## src/rtl/adam_periph_gpio_filter_pkg.sv

```systemverilog
// Shared typedefs and defaults for the ADAM GPIO input filter.
package adam_periph_gpio_filter_pkg;

  localparam int DEFAULT_GPIO_WIDTH = 16;
  localparam int DEFAULT_CNT_WIDTH  = 16;

  typedef logic [DEFAULT_GPIO_WIDTH-1:0] GPIO_T;
  typedef logic [DEFAULT_CNT_WIDTH-1:0]  CNT_T;

  typedef enum logic {
    PAUSE_RUN  = 1'b0,
    PAUSE_HELD = 1'b1
  } pause_state_e;

endpackage

```

## src/rtl/adam_periph_gpio_filter_pin.sv

```systemverilog
// One pin of the GPIO input filter: 2-flop synchroniser, stability counter,
// filtered data bit and (with ADAM_GPIO_FILTER_EDGE_EN) edge pulse registers.
module adam_periph_gpio_filter_pin
  import adam_periph_gpio_filter_pkg::*;
#(
  parameter int CNT_WIDTH = DEFAULT_CNT_WIDTH
) (
  input  logic                 clk,
  input  logic                 rst,
  input  logic                 pin,
  input  logic                 filt_en,
  input  logic                 tick,
  input  logic                 paused,
  input  logic [CNT_WIDTH-1:0] thresh,
  output logic                 idr,
  output logic                 rise,
  output logic                 fall
);

  logic                 sync1_reg;
  logic                 sync2_reg;
  logic [CNT_WIDTH-1:0] cnt_reg;
  logic [CNT_WIDTH-1:0] cnt_next;
  logic                 idr_reg;
  logic                 idr_next;

  always_comb begin
    idr_next = idr_reg;
    cnt_next = cnt_reg;
    if (!paused) begin
      if (!filt_en) begin
        idr_next = sync2_reg;
        cnt_next = '0;
      end else if (sync2_reg == idr_reg) begin
        cnt_next = '0;
      end else if (tick) begin
        // Accept test precedes the increment, so the counter cannot overflow.
        if (cnt_reg >= thresh) begin
          idr_next = sync2_reg;
          cnt_next = '0;
        end else begin
          cnt_next = cnt_reg + CNT_WIDTH'(1);
        end
      end
    end
  end

  always_ff @(posedge clk) begin
    if (rst) begin
      sync1_reg <= 1'b0;
      sync2_reg <= 1'b0;
      cnt_reg   <= '0;
      idr_reg   <= 1'b0;
    end else begin
      sync1_reg <= pin;
      sync2_reg <= sync1_reg;
      cnt_reg   <= cnt_next;
      idr_reg   <= idr_next;
    end
  end

  assign idr = idr_reg;

`ifdef ADAM_GPIO_FILTER_EDGE_EN
  logic rise_reg;
  logic fall_reg;

  always_ff @(posedge clk) begin
    if (rst) begin
      rise_reg <= 1'b0;
      fall_reg <= 1'b0;
    end else begin
      rise_reg <= idr_next & ~idr_reg;
      fall_reg <= ~idr_next & idr_reg;
    end
  end

  // A pulse registered on the edge that entered pause is suppressed too.
  assign rise = rise_reg & ~paused;
  assign fall = fall_reg & ~paused;
`else
  assign rise = 1'b0;
  assign fall = 1'b0;
`endif

endmodule

```

## src/rtl/adam_periph_gpio_filter.sv

```systemverilog
// ADAM GPIO input filter: shared prescaler and pause handshake around per-pin
// debounce slices. Edge outputs exist only when ADAM_GPIO_FILTER_EDGE_EN is defined.
module adam_periph_gpio_filter
  import adam_periph_gpio_filter_pkg::*;
#(
  parameter int GPIO_WIDTH = DEFAULT_GPIO_WIDTH,
  parameter int CNT_WIDTH  = DEFAULT_CNT_WIDTH
) (
  input  logic                  clk,
  input  logic                  rst,
  input  logic                  pause_req,
  output logic                  pause_ack,
  input  logic [GPIO_WIDTH-1:0] pin_i,
  input  logic [GPIO_WIDTH-1:0] filt_en,
  input  logic [CNT_WIDTH-1:0]  presc,
  input  logic [CNT_WIDTH-1:0]  thresh,
  output logic [GPIO_WIDTH-1:0] idr,
  output logic [GPIO_WIDTH-1:0] rise,
  output logic [GPIO_WIDTH-1:0] fall
);

  pause_state_e         pause_state_reg;
  logic [CNT_WIDTH-1:0] pc_reg;
  logic                 paused;
  logic                 tick;

  assign paused    = (pause_state_reg == PAUSE_HELD);
  assign pause_ack = paused;
  // >= rather than == so that lowering presc below pc wraps on the next cycle.
  assign tick      = (pc_reg >= presc) && !paused;

  always_ff @(posedge clk) begin
    if (rst) begin
      pause_state_reg <= PAUSE_RUN;
      pc_reg          <= '0;
    end else begin
      pause_state_reg <= pause_req ? PAUSE_HELD : PAUSE_RUN;
      if (!paused) begin
        pc_reg <= tick ? '0 : pc_reg + CNT_WIDTH'(1);
      end
    end
  end

  generate
    for (genvar gi = 0; gi < GPIO_WIDTH; gi++) begin : g_pin
      adam_periph_gpio_filter_pin #(
        .CNT_WIDTH(CNT_WIDTH)
      ) u_pin (
        .clk    (clk),
        .rst    (rst),
        .pin    (pin_i[gi]),
        .filt_en(filt_en[gi]),
        .tick   (tick),
        .paused (paused),
        .thresh (thresh),
        .idr    (idr[gi]),
        .rise   (rise[gi]),
        .fall   (fall[gi])
      );
    end
  endgenerate

endmodule

```

## config.mk

```make
export PLATFORM = sky130hd
export DESIGN_NAME = adam_periph_gpio_filter
export DESIGN_NICKNAME = d
export VERILOG_FILES = /design/src/rtl/adam_periph_gpio_filter_pkg.sv /design/src/rtl/adam_periph_gpio_filter_pin.sv /design/src/rtl/adam_periph_gpio_filter.sv
export SDC_FILE = /design/constraint.sdc
export NUM_CORES = 1
export LEC_CHECK = 0
export CAP_MARGIN = 20
export CELL_PAD_IN_SITES_DETAIL_PLACEMENT = 0
export CELL_PAD_IN_SITES_GLOBAL_PLACEMENT = 1
export CORE_ASPECT_RATIO = 1.25
export CORE_UTILIZATION = 42
export DETAILED_ROUTE_END_ITERATION = 8
export MAX_ROUTING_LAYER = met4
export PLACE_DENSITY_LB_ADDON = 0.1
export SLEW_MARGIN = 20
export SYNTH_ARGS = -nofsm -noshare
export SYNTH_HDL_FRONTEND = slang
export SYNTH_HIERARCHICAL = 1
export SYNTH_SLANG_ARGS = --single-unit
```

## constraint.sdc

```tcl
create_clock -name clk -period 3.85 [get_ports clk]
set_input_delay 0.77 -clock clk [delete_from_list [all_inputs] [get_ports clk]]
set_output_delay 0.77 -clock clk [all_outputs]
set_load 0.02 [all_outputs]
```

---- Word level (Yosys, flattened, before mapping) ----
Cells that the tools add are included.
word-level totals
  bits in registers ....................... 321
  input bits .............................. 67
  output and inout port bits .............. 49
  logic and storage cells ................. 345
operators by class
  $add $sub $neg .......................... 17
  order comparisons ....................... 17
  eq/ne operators ......................... 80
  mux-type cells .......................... 130
  bitwise operators ....................... 1
  reduce and logical (&&, ||, !) cells .... 34
operator list
  operator                                                         number
  16-bit 2-to-1 mux                                                65
  16-bit by 1-bit adder with 16-bit output, second input constant  17
  16-bit >= comparator                                             17
  1-bit 2-to-1 mux                                                 65
  2-bit by 1-bit != test with 1-bit output, second input constant  32
  4-bit AND reduction                                              16
  3-bit by 1-bit != test with 1-bit output, second input constant  16
  2-bit != test, second input constant                             16
  2-bit AND reduction                                              16
  1-bit == test                                                    16
  1-bit logical AND                                                1
  1-bit logical NOT                                                1
  1-bit NOT                                                        1

---- Logic depth before layout (Yosys ltp) ----
Gate-level depths: netlist of the first run.
  depth in word-level cells ............... 5
  mapped depth ............................ 13
  gate-level depth less buffers ........... 13

---- Modules after synthesis ----
Netlist of the first run, hierarchy kept.
modules (own cells, without submodules)
  module                       instances  cells an instance  area an instance (um^2)  seq. area each (um^2)
  adam_periph_gpio_filter_pin  16         167                1321.3                   380.4
  adam_periph_gpio_filter      1          138                1243.7                   340.3

---- Worst setup path before layout of the first run ----
Ideal clock, no wire load.
  kind .................................... input to register
  start point ............................. in presc[15]
  end point ............................... reg g_pin[0].u_pin.idr_reg
  library setup time ...................... 0.130 ns
  arrival time ............................ 3.218 ns
  required time ........................... 3.720 ns
  path slack .............................. 0.502 ns
  stages .................................. 13
  path buffers ............................ 1
  cells stage by stage .................... inv_1 > ha_1 > nand4_1 > nor2_1 > nand2_1 > nand4_1 > nor2b_1 > nor2b_1 > or2_2 > clkbuf_1 > a31oi_1 > mux2i_1 > nor2_1
on the way
  word-level cells in the longest chain between the ends .. 4
RTL lines
  item                                                line                               source
  start, declared                                     adam_periph_gpio_filter.sv:15      input logic [CNT_WIDTH-1:0] presc,
  16-bit >= comparator                                adam_periph_gpio_filter.sv:30      assign tick = (pc_reg >= presc) && !paused;
  1-bit logical AND                                   adam_periph_gpio_filter.sv:30
  named net tick                                      adam_periph_gpio_filter.sv:25      logic tick;
  2-bit by 1-bit != test with 1-bit output (no line)  n/a
  4-bit AND reduction (no line)                       n/a
  end signal, assigned                                adam_periph_gpio_filter_pin.sv:58  idr_reg <= idr_next;
  end, declared                                       adam_periph_gpio_filter_pin.sv:24  logic idr_reg;
The timed path passes the listed nets, and every way through them passes these cells.
A chain may end at the register's enable or synchronous reset.

---- Worst setup path in the final report of the first run ----
  start point ............................. in presc[14]
  end point ............................... reg g_pin[1].u_pin.idr_reg
on the way
  word-level cells in the longest chain between the ends .. 4
RTL lines
  item                                                line
  16-bit >= comparator                                adam_periph_gpio_filter.sv:30
  1-bit logical AND                                   adam_periph_gpio_filter.sv:30
  named net tick                                      adam_periph_gpio_filter.sv:25
  2-bit by 1-bit != test with 1-bit output (no line)  n/a
  4-bit AND reduction (no line)                       n/a
  end signal, assigned                                adam_periph_gpio_filter_pin.sv:58
  end, declared                                       adam_periph_gpio_filter_pin.sv:24
The timed path passes the listed nets, and every way through them passes these cells.

==> results of run 1 <==
[worst register-to-register path: cells and delay by family, from the launching register on]
family	cells	cell delay, ns
AOI/OAI and AO/OA	2	0.44
xor gates and xnor gates	1	0.16
adders and majority gates	1	0.27
buffers and inverters	2	0.30
DFF	1	0.41
and+or+nand+nor	8	1.31
[logic make-up (layout without fill, tap and decap cells)]
logic type | Yosys count | in the layout
multiplexers | 17 | 17
AO/OA/AOI/OAI | 460 | 460
XOR/XNOR | 190 | 190
flip-flops | 321 | 321
buffers and inverters | 436 | 574
other | 16 | 32
AND/OR/NAND/NOR | 1081 | 1081
adder cells (fa/ha/maj) | 289 | 289
[area by class of cell]
cell class,instances,area [um^2]
Timing Repair Buffer,147,1510
Fill cell,5136,27000
Sequential cell,321,6430
Inverter,354,1330
Multi-Input combinational cell,2069,14200
Tap cell,672,841
Clock buffer,59,1180
Clock inverter,14,185
[cells in the final DEF, fill, tap and decap left out, drive strengths merged, types with 16 or more instances in the layout]
cell	count
a211o	64
a21o	32
a21oi	198
a221o	16
a31oi	16
and3	19
and4	49
buf	65
clkbuf	59
clkdlybuf4s50	82
conb	32
dfxtp	321
ha	289
inv	355
mux2i	17
nand2	358
nand3	102
nand4	90
nor2	260
nor2b	51
nor3	49
o2111ai	16
o21ai	97
o31a	16
or2	48
or3	49
xnor2	36
xor2	154
[cell usage after synthesis, types with 17 or more instances]
cell      count
a21o_1       32
or2_0        32
or3_1        49
a21oi_2      33
dfxtp_1     321
xor2_1      154
nand3_1     101
clkbuf_1     32
a211o_1      64
a21oi_1     165
xnor2_1      36
buf_4        32
nand2_1     358
nand4_1      74
nor3_1       32
inv_1       354
and3_1       19
o21ai_0      97
mux2i_1      17
and4_1       49
nor2_1      250
ha_1        289
nor2b_1      51
[final timing paths]
kind | startpoint | end | slack, ns | cells after the start
max | presc[14] | g_pin[1].u_pin/idr$_SDFFE_PP0P_ | 0.55 | 14
min | g_pin[5].u_pin/sync1_reg$_SDFF_PP0_ | g_pin[5].u_pin/sync2_reg$_SDFF_PP0_ | 0.44 | 1
max reg2reg | pc_reg[0]$_SDFFE_PP0N_ | g_pin[11].u_pin/cnt_reg[6]$_SDFFE_PP0P_ | 0.82 | 14
min reg2reg | g_pin[5].u_pin/sync1_reg$_SDFF_PP0_ | g_pin[5].u_pin/sync2_reg$_SDFF_PP0_ | 0.44 | 1
[routing by layer]
| metal | up-vias | global-route usage (%) | wire [um] |
|---|---|---|---|
| met5 | - | - | 0 |
| met4 | 0 | 6.09 | 1290 |
| met3 | 77 | 3.16 | 2110 |
| met2 | 263 | 39.7 | 29100 |
| met1 | 8991 | 27.6 | 27200 |
| li1 | 9743 | - | - |
[stage by stage]
| step | setup WS [ns] | util (%) | std cells |
|---|---|---|---|
| floorplan | 0.502 | - | 2826 |
| global placement | 0.0258 | 46.2 | 3563 |
| detailed placement | -0.0576 | 46.2 | 3563 |
| CTS | 0.539 | 48.8 | 3636 |
| global route | 0.291 | 48.8 | 3636 |
| finish | 0.551 | 48.8 | 3636 |
[power by group through the flow]
stage | clock (mW) | combinational (mW) | sequential [mW]
2_1_floorplan | 0 | 0.451 | 3.44
3_3_place_gp | 0 | 0.767 | 3.44
3_5_place_dp | 0 | 0.787 | 3.44
4_1_cts | 4.05 | 0.792 | 3.37
5_1_grt | 4.18 | 0.876 | 3.37
6_report | 3.91 | 0.784 | 3.37
==> results.cfg, run 1 <==
[setup_path]
crit_buf_inv = 3
criticalPathCategory = input port to register
start_kind = input port
crit_slowest_cell = clkdlybuf4s50_1
required_ns = 4.28
crit_family = simple AND/OR/NAND/NOR gates
endpoint_kind = register
crit_arrival_ns = 3.73
max_stage_delay_ns = 0.45
cp_max_fo = 7
worstPathCellList = clkdlybuf4s50_1 -> inv_1 -> ha_1 -> nand4_1 -> nor2_1 -> nand2_1 -> nand4_1 -> nor2b_2 -> buf_4 -> nor2b_1 -> or2_2 -> a31oi_1 -> mux2i_1 -> nor2_1

[timing]
setup-tns-final_ns = 0
drv_slew = 0
maxSlewHeadroom_pct = 52.5
max_freq_mhz = 303
hold_viol = 0
fin_skew_ns = 0.0130
setup_violations = 0
whs_ns = 0.436
period_share_pct = 85.7
worst_pin_slew_ns = 0.710
rsz0062_at_grt = no
fin_crit_ns = 3.30

[global_routing]
overflow = 0
gr-usage-all-layers_pct = 22.9
grt_pass1_wl_um = 96300
grt_max_degree = 98
grt_pass1_vias = 18300
antenna_found_initial = 1

[job]
max_cap_viol_count = 0

[power]
powerDensity_nw_per_um2 = 314
power_switching_mw = 2.08
switching_share_pct = 25.8
p_clk_share_pct = 48.5
power.leakage_nw = 11.2
worst_ir_drop_vdd_mv = 0.283
p_int_mw = 5.98
power_frac_seq_pct = 41.8
pwr-share-comb_pct = 9.7
power.total_mw = 8.07

[yosys]
postSynthAreaPerCell_um2 = 7.97
synth_area_um2 = 22400
yosys.area.top_type = dfxtp_1
yosysSeqAreaShare_pct = 28.7
synthCells = 2810
synth_ff_type = dfxtp_1
ys_seq_elements = 321
synth_compound_area_share_pct = 13.5
ys_warn_count = 6
synthSimpleGateAreaFrac_pct = 25.2
synth.distinct_cells = 46
synth_top_family_by_area = simple AND/OR/NAND/NOR gates
synth_top_cell_area_share_pct = 28.7
synth_edf_count = 0
synth.area.top_cells = dfxtp_1, ha_1, xor2_1
synthXorXnorAreaFrac_pct = 7.43
muxShareOfSynthArea_pct = 0.760
yosys.area_share.adder_pct = 16.2
synthArstFlopShare_pct = 0

[finish]
nNetsFinal = 3289
diodes = 0
drive_above_1_share_pct = 7.86
final_area_um2 = 25700
largest_reg_flops = 256
synthToLayoutAreaGrowth_pct = 14.8

[clocking]
cts_buffer_depth = 3
cts_num_sinks = 321
htree_levels = 2
cts-root-buf = clkbuf_16
worst_skew_pair.late_latency_ns = 0.57
cts_inserted_buffers = 40
post_cts_resize_count = 0
clk_pin_slew_ns = 0.05
postCtsSetupBuffers = 0
cts_hold_buf = 0
cts_tree = built

[route]
drt.antenna.violating_nets = 0
drc = 0
wl_per_cell_um = 16.4
drt-total-wl_um = 59600
drtIter0Drc = 947
firstDrtPassIters = 5
vias_per_cell = 5.25
via_count = 19100

[floorplanning]
die_y_um = 260
die_x_um = 208
core_area_um2 = 52700
die_area_um2 = 54200
start_util_pct = 42.5
io_pins = 116
rows = 94

[hold_path]
min_path_type = register to register

[run_status]
outcome = complete, no violations

[placed_design]
globalplace.congestion = 0.820
placedInstanceArea_um2 = 24300
io_buffers = 83
dp_hpwl_um = 40800
Note: power is estimated with default switching activity, not from simulation.
==> run 2, diff against run 1 <==
--- a/config.mk
+++ b/config.mk
@@ -9,7 +9,7 @@
 export CELL_PAD_IN_SITES_DETAIL_PLACEMENT = 0
 export CELL_PAD_IN_SITES_GLOBAL_PLACEMENT = 1
 export CORE_ASPECT_RATIO = 1.25
-export CORE_UTILIZATION = 42
+export CORE_UTILIZATION = 40
 export DETAILED_ROUTE_END_ITERATION = 8
 export MAX_ROUTING_LAYER = met4
 export PLACE_DENSITY_LB_ADDON = 0.1
==> run 2 against run 1 <==
Clock-buffer cell count fell by 4. Cell count rose by 2.0%. Global-route usage decreased by 0.34 points.
==> results.cfg, run 2 (synthesis gave the netlist of run 1 again) <==
[power]
power.leakage_nw = 11.3
worst_ir_drop_vdd_mv = 0.297
powerDensity_nw_per_um2 = 315
power.total_mw = 8.13

[timing]
maxSlewHeadroom_pct = 49.8
drv_slew = 0
fin_crit_ns = 3.33
setup_violations = 0
max_freq_mhz = 301
fin_skew_ns = 0.0121
worst_pin_slew_ns = 0.753
period_share_pct = 86.4
setup_slack_ns = 0.523
hold_viol = 0
rsz0062_at_grt = no

[route]
vias_per_cell = 5.16
wl_per_cell_um = 16.6
drt.antenna.violating_nets = 0
via_count = 19100
drt-total-wl_um = 61400
firstDrtPassIters = 5
drc = 0
drtIter0Drc = 988

[setup_path]
criticalPathCategory = input port to register
required_ns = 4.29
crit_buf_inv = 3
start_kind = input port
rrSetupSlack_ns = 0.74
endpoint_kind = register
crit_slowest_cell = clkdlybuf4s50_1
cp_max_fo = 6
max_stage_delay_ns = 0.45
crit_family = simple AND/OR/NAND/NOR gates
worstPathCellList = clkdlybuf4s50_1 -> inv_1 -> ha_1 -> a21oi_1 -> nor2_1 -> a311oi_2 -> nand4_1 -> nor2b_2 -> buf_4 -> nor2b_1 -> a21oi_1 -> and3_1 -> nand3_1 -> xor2_1 -> nor2_1
crit_arrival_ns = 3.77

[global_routing]
antenna_found_initial = 2
use_met3_pct = 3.17
grt_pass1_vias = 18600
use_met2_pct = 39.0
grt_max_degree = 60
gr-usage-all-layers_pct = 22.5
grt_pass1_wl_um = 97800
busiest_layer = met2
overflow = 0
use_met1_pct = 26.4

[clocking]
htree_levels = 2
cts_buffer_depth = 3
cts_hold_buf = 0
cts_inserted_buffers = 40
cts_tree = built
cts_num_sinks = 321
clk_pin_slew_ns = 0.06
postCtsSetupBuffers = 0
post_cts_resize_count = 0
worst_skew_pair.late_latency_ns = 0.56
cts-root-buf = clkbuf_16

[finish]
largest_reg_flops = 256
final_area_um2 = 25800
synthToLayoutAreaGrowth_pct = 15.4
drive_above_1_share_pct = 8.15
nNetsFinal = 3299
fillers = 5408
instances_no_fill = 3707
layout_commonest_cell = nand2_1
layout_common_cells = nand2_1, inv_1, dfxtp_1

[floorplanning]
die_y_um = 266
start_util_pct = 40.6
rows = 96
core_area_um2 = 55100
io_pins = 116
die_x_um = 214
die_area_um2 = 56900

[placed_design]
placed_cells = 3636
dpl_worst_slack_ns = -0.0342
placedInstanceArea_um2 = 24500
dp_hpwl_um = 42600
io_buffers = 83
globalplace.congestion = 0.817

[run_status]
outcome = complete, no violations

[hold_path]
min_path_type = register to register

[job]
max_cap_viol_count = 0
-- run 2: worst paths after layout --
path | from | end | depth (start not counted)
worst max-delay path | presc[11] | g_pin[12].u_pin/cnt_reg[10]$_SDFFE_PP0P_ | 15
worst min-delay path | g_pin[2].u_pin/sync1_reg$_SDFF_PP0_ | g_pin[2].u_pin/sync2_reg$_SDFF_PP0_ | 1
worst max register to register | pc_reg[0]$_SDFFE_PP0N_ | g_pin[12].u_pin/cnt_reg[10]$_SDFFE_PP0P_ | 14
worst min register to register | g_pin[2].u_pin/sync1_reg$_SDFF_PP0_ | g_pin[2].u_pin/sync2_reg$_SDFF_PP0_ | 1
-- run 2: layer usage --
| metal | up-vias | routed length (um) |
|---|---|---|
| li1 | 9768 | - |
| met1 | 8992 | 27200 |
| met2 | 276 | 30200 |
| met3 | 100 | 2070 |
| met4 | 0 | 1990 |
| met5 | - | 0 |
-- run 2: through the flow --
stage | utilization (%) | TNS [ns] | hold slack [ns]
3_3_place_gp | 44.4 | 0 | 0.417
2_1_floorplan | - | 0 | 0.414
5_1_grt | 46.9 | 0 | 0.450
3_5_place_dp | 44.4 | -0.0472 | 0.421
4_1_cts | 46.9 | 0 | 0.427
6_report | 46.9 | 0 | 0.426
-- run 2: final cells by class --
type,count,area (um^2),area share (%)
Antenna cell,1,2.50,0.00968
Clock buffer,55,1160,4.48
Clock inverter,15,200,0.775
Inverter,354,1330,5.14
Multi-Input combinational cell,2069,14200,55.1
Sequential cell,321,6430,24.9
Tap cell,735,920,3.56
Timing Repair Buffer,157,1580,6.10
-- run 2: power breakdown --
group          total [mW]  internal (mW)  switching [mW]
Clock                3.97           2.43            1.54
Combinational       0.794          0.299           0.496
Sequential           3.37           3.35          0.0234
==> run 3, diff against run 2 <==
--- a/config.mk
+++ b/config.mk
@@ -8,7 +8,7 @@
 export CAP_MARGIN = 20
 export CELL_PAD_IN_SITES_DETAIL_PLACEMENT = 0
 export CELL_PAD_IN_SITES_GLOBAL_PLACEMENT = 1
-export CORE_ASPECT_RATIO = 1.25
+export CORE_ASPECT_RATIO = 0.75
 export CORE_UTILIZATION = 40
 export DETAILED_ROUTE_END_ITERATION = 8
 export MAX_ROUTING_LAYER = met4
==> run 3 against run 2 <==
The flow now finishes with violations (design-rule violations). Via count shrank 0.73%. Cell count is 0.89% lower. First-iteration DRC count rose by 4.0%. Non-clock buffer count shrank 15. Design area is 0.98% lower. Global-route usage fell by 0.17 points. Worst hold slack better by 0.0095 ns. Critical path depth is the same. Clock-buffer cell count stayed put. Routed wire length down 0.62%. Critical path type unchanged. Largest cell class unchanged. Highest routed layer unchanged.
==> results.cfg, run 3 (synthesis gave the netlist of run 1 again) <==
[run_status]
outcome = finished, violations left
violations = design-rule violations

[setup_path]
start_kind = input port
reg2reg_to = g_pin[10].u_pin/cnt_reg[6]$_SDFFE_PP0P_
worstRegToRegCells = 14
cp-startpoint = presc[15]
cp_max_fo = 12
endpoint = g_pin[10].u_pin/cnt_reg[6]$_SDFFE_PP0P_
required_ns = 4.30
r2r-start = pc_reg[0]$_SDFFE_PP0N_
criticalPathCategory = input port to register
endpoint_kind = register
crit_arrival_ns = 3.69
rrSetupSlack_ns = 0.77

[floorplanning]
die_y_um = 207
start_util_pct = 40.8
core_area_um2 = 54800
die_area_um2 = 56900
die_x_um = 275
rows = 74
io_pins = 116

[clocking]
htree_levels = 2
post_cts_resize_count = 0
cts_buffer_depth = 3
cts_inserted_buffers = 38
cts_tree = built
cts_num_sinks = 321
postCtsSetupBuffers = 0
clk_pin_slew_ns = 0.06
cts_hold_buf = 0
cts-root-buf = clkbuf_16
worst_skew_pair.late_latency_ns = 0.57

[global_routing]
antenna_found_initial = 0
gr-usage-all-layers_pct = 22.3
grt_pass1_wl_um = 97500
grt_pass1_vias = 18000
grt_max_degree = 62
overflow = 0

[timing]
setup_violations = 0
hold_viol = 0
maxSlewHeadroom_pct = 36.9
worst_pin_slew_ns = 0.947
period_share_pct = 84.1
drv_slew = 0
fin_crit_ns = 3.24
fin_skew_ns = 0.0294
setup-tns-final_ns = 0
max_freq_mhz = 309
rsz0062_at_grt = no

[route]
drt.antenna.violating_nets = 0
wl_per_cell_um = 16.6
drt-total-wl_um = 61000
drc = 2
via_count = 19000
vias_per_cell = 5.17
drtIter0Drc = 1028
firstDrtPassIters = 7

[power]
power.leakage_nw = 11.1
powerDensity_nw_per_um2 = 306
power.total_mw = 7.82
worst_ir_drop_vdd_mv = 0.238

[finish]
layout_commonest_cell = nand2_1
drive_above_1_share_pct = 7.52
fin_util_pct = 46.7
fillers = 5302
diodes = 0
nNetsFinal = 3282
synthToLayoutAreaGrowth_pct = 14.3
largest_reg_flops = 256
layout_common_cells = nand2_1, inv_1, dfxtp_1

[placed_design]
dp_hpwl_um = 42000
globalplace.congestion = 0.821
io_buffers = 83

[job]
max_cap_viol_count = 0

[hold_path]
min_path_type = register to register
holdPathStages = 1
## run 3: per-layer routing
metal / wire (um) / vias to the layer above / part of all wire, % / track usage, %
met4: 1480 / 0 / 2.4 / 6.14
met3: 2330 / 89 / 3.8 / 2.59
met1: 31100 / 8867 / 51 / 31.1
met2: 26100 / 296 / 43 / 34.0
li1: - / 9744 / - / -
met5: 0 / - / 0 / -
## run 3: final cells by class
| type | count | area [um^2] | share of cell area [%] |
|---|---|---|---|
| Multi-Input combinational cell | 2069 | 14200 | 55.6 |
| Clock inverter | 11 | 111 | 0.435 |
| Clock buffer | 55 | 1130 | 4.40 |
| Sequential cell | 321 | 6430 | 25.1 |
| Tap cell | 722 | 903 | 3.53 |
| Timing Repair Buffer | 142 | 1460 | 5.72 |
| Inverter | 354 | 1330 | 5.19 |
## run 3: how the worst min path moves through the flow
stage	startpoint	slack (ns)	endpoint
global route	g_pin[12].u_pin/sync1_reg$_SDFF_PP0_	0.45	g_pin[12].u_pin/sync2_reg$_SDFF_PP0_
global placement	g_pin[3].u_pin/sync1_reg$_SDFF_PP0_	0.42	g_pin[3].u_pin/sync2_reg$_SDFF_PP0_
detailed placement	g_pin[13].u_pin/sync1_reg$_SDFF_PP0_	0.42	g_pin[13].u_pin/sync2_reg$_SDFF_PP0_
finish	g_pin[12].u_pin/sync1_reg$_SDFF_PP0_	0.44	g_pin[12].u_pin/sync2_reg$_SDFF_PP0_
floorplan	g_pin[0].u_pin/sync1_reg$_SDFF_PP0_	0.41	g_pin[0].u_pin/sync2_reg$_SDFF_PP0_
CTS	g_pin[1].u_pin/sync1_reg$_SDFF_PP0_	0.44	g_pin[1].u_pin/sync2_reg$_SDFF_PP0_
## run 3: power breakdown
group / leakage (nW) / switching (mW) / internal [mW] / total (mW)
logic: 7.93 / 0.491 / 0.290 / 0.781
clock network: 0.614 / 1.51 / 2.16 / 3.67
registers: 2.59 / 0.0257 / 3.35 / 3.37
total: 11.1 / 2.03 / 5.80 / 7.82
## run 3: metrics by stage
step / setup slack, ns / std cells / hold WS, ns / cell area, um^2
after floorplan: 0.502 / 2826 / 0.414 / 22400
after global placement: 0.0607 / 3608 / 0.419 / 24400
after detailed placement: 0.0504 / 3608 / 0.424 / 24400
after CTS: 0.658 / 3674 / 0.438 / 25600
after global routing: 0.369 / 3674 / 0.448 / 25600
final: 0.612 / 3674 / 0.436 / 25600
## run 3: critical path, cell delays in order
cell	delay, ns
clkdlybuf4s50_1	0.45
inv_1	0.04
ha_1	0.33
nand4_1	0.14
nor2_1	0.07
a311oi_2	0.30
nand4_1	0.16
nor2b_2	0.21
buf_12	0.22
nor2b_1	0.23
a21oi_1	0.14
and3_1	0.30
nand4_1	0.12
xor2_1	0.15
nor2_1	0.05
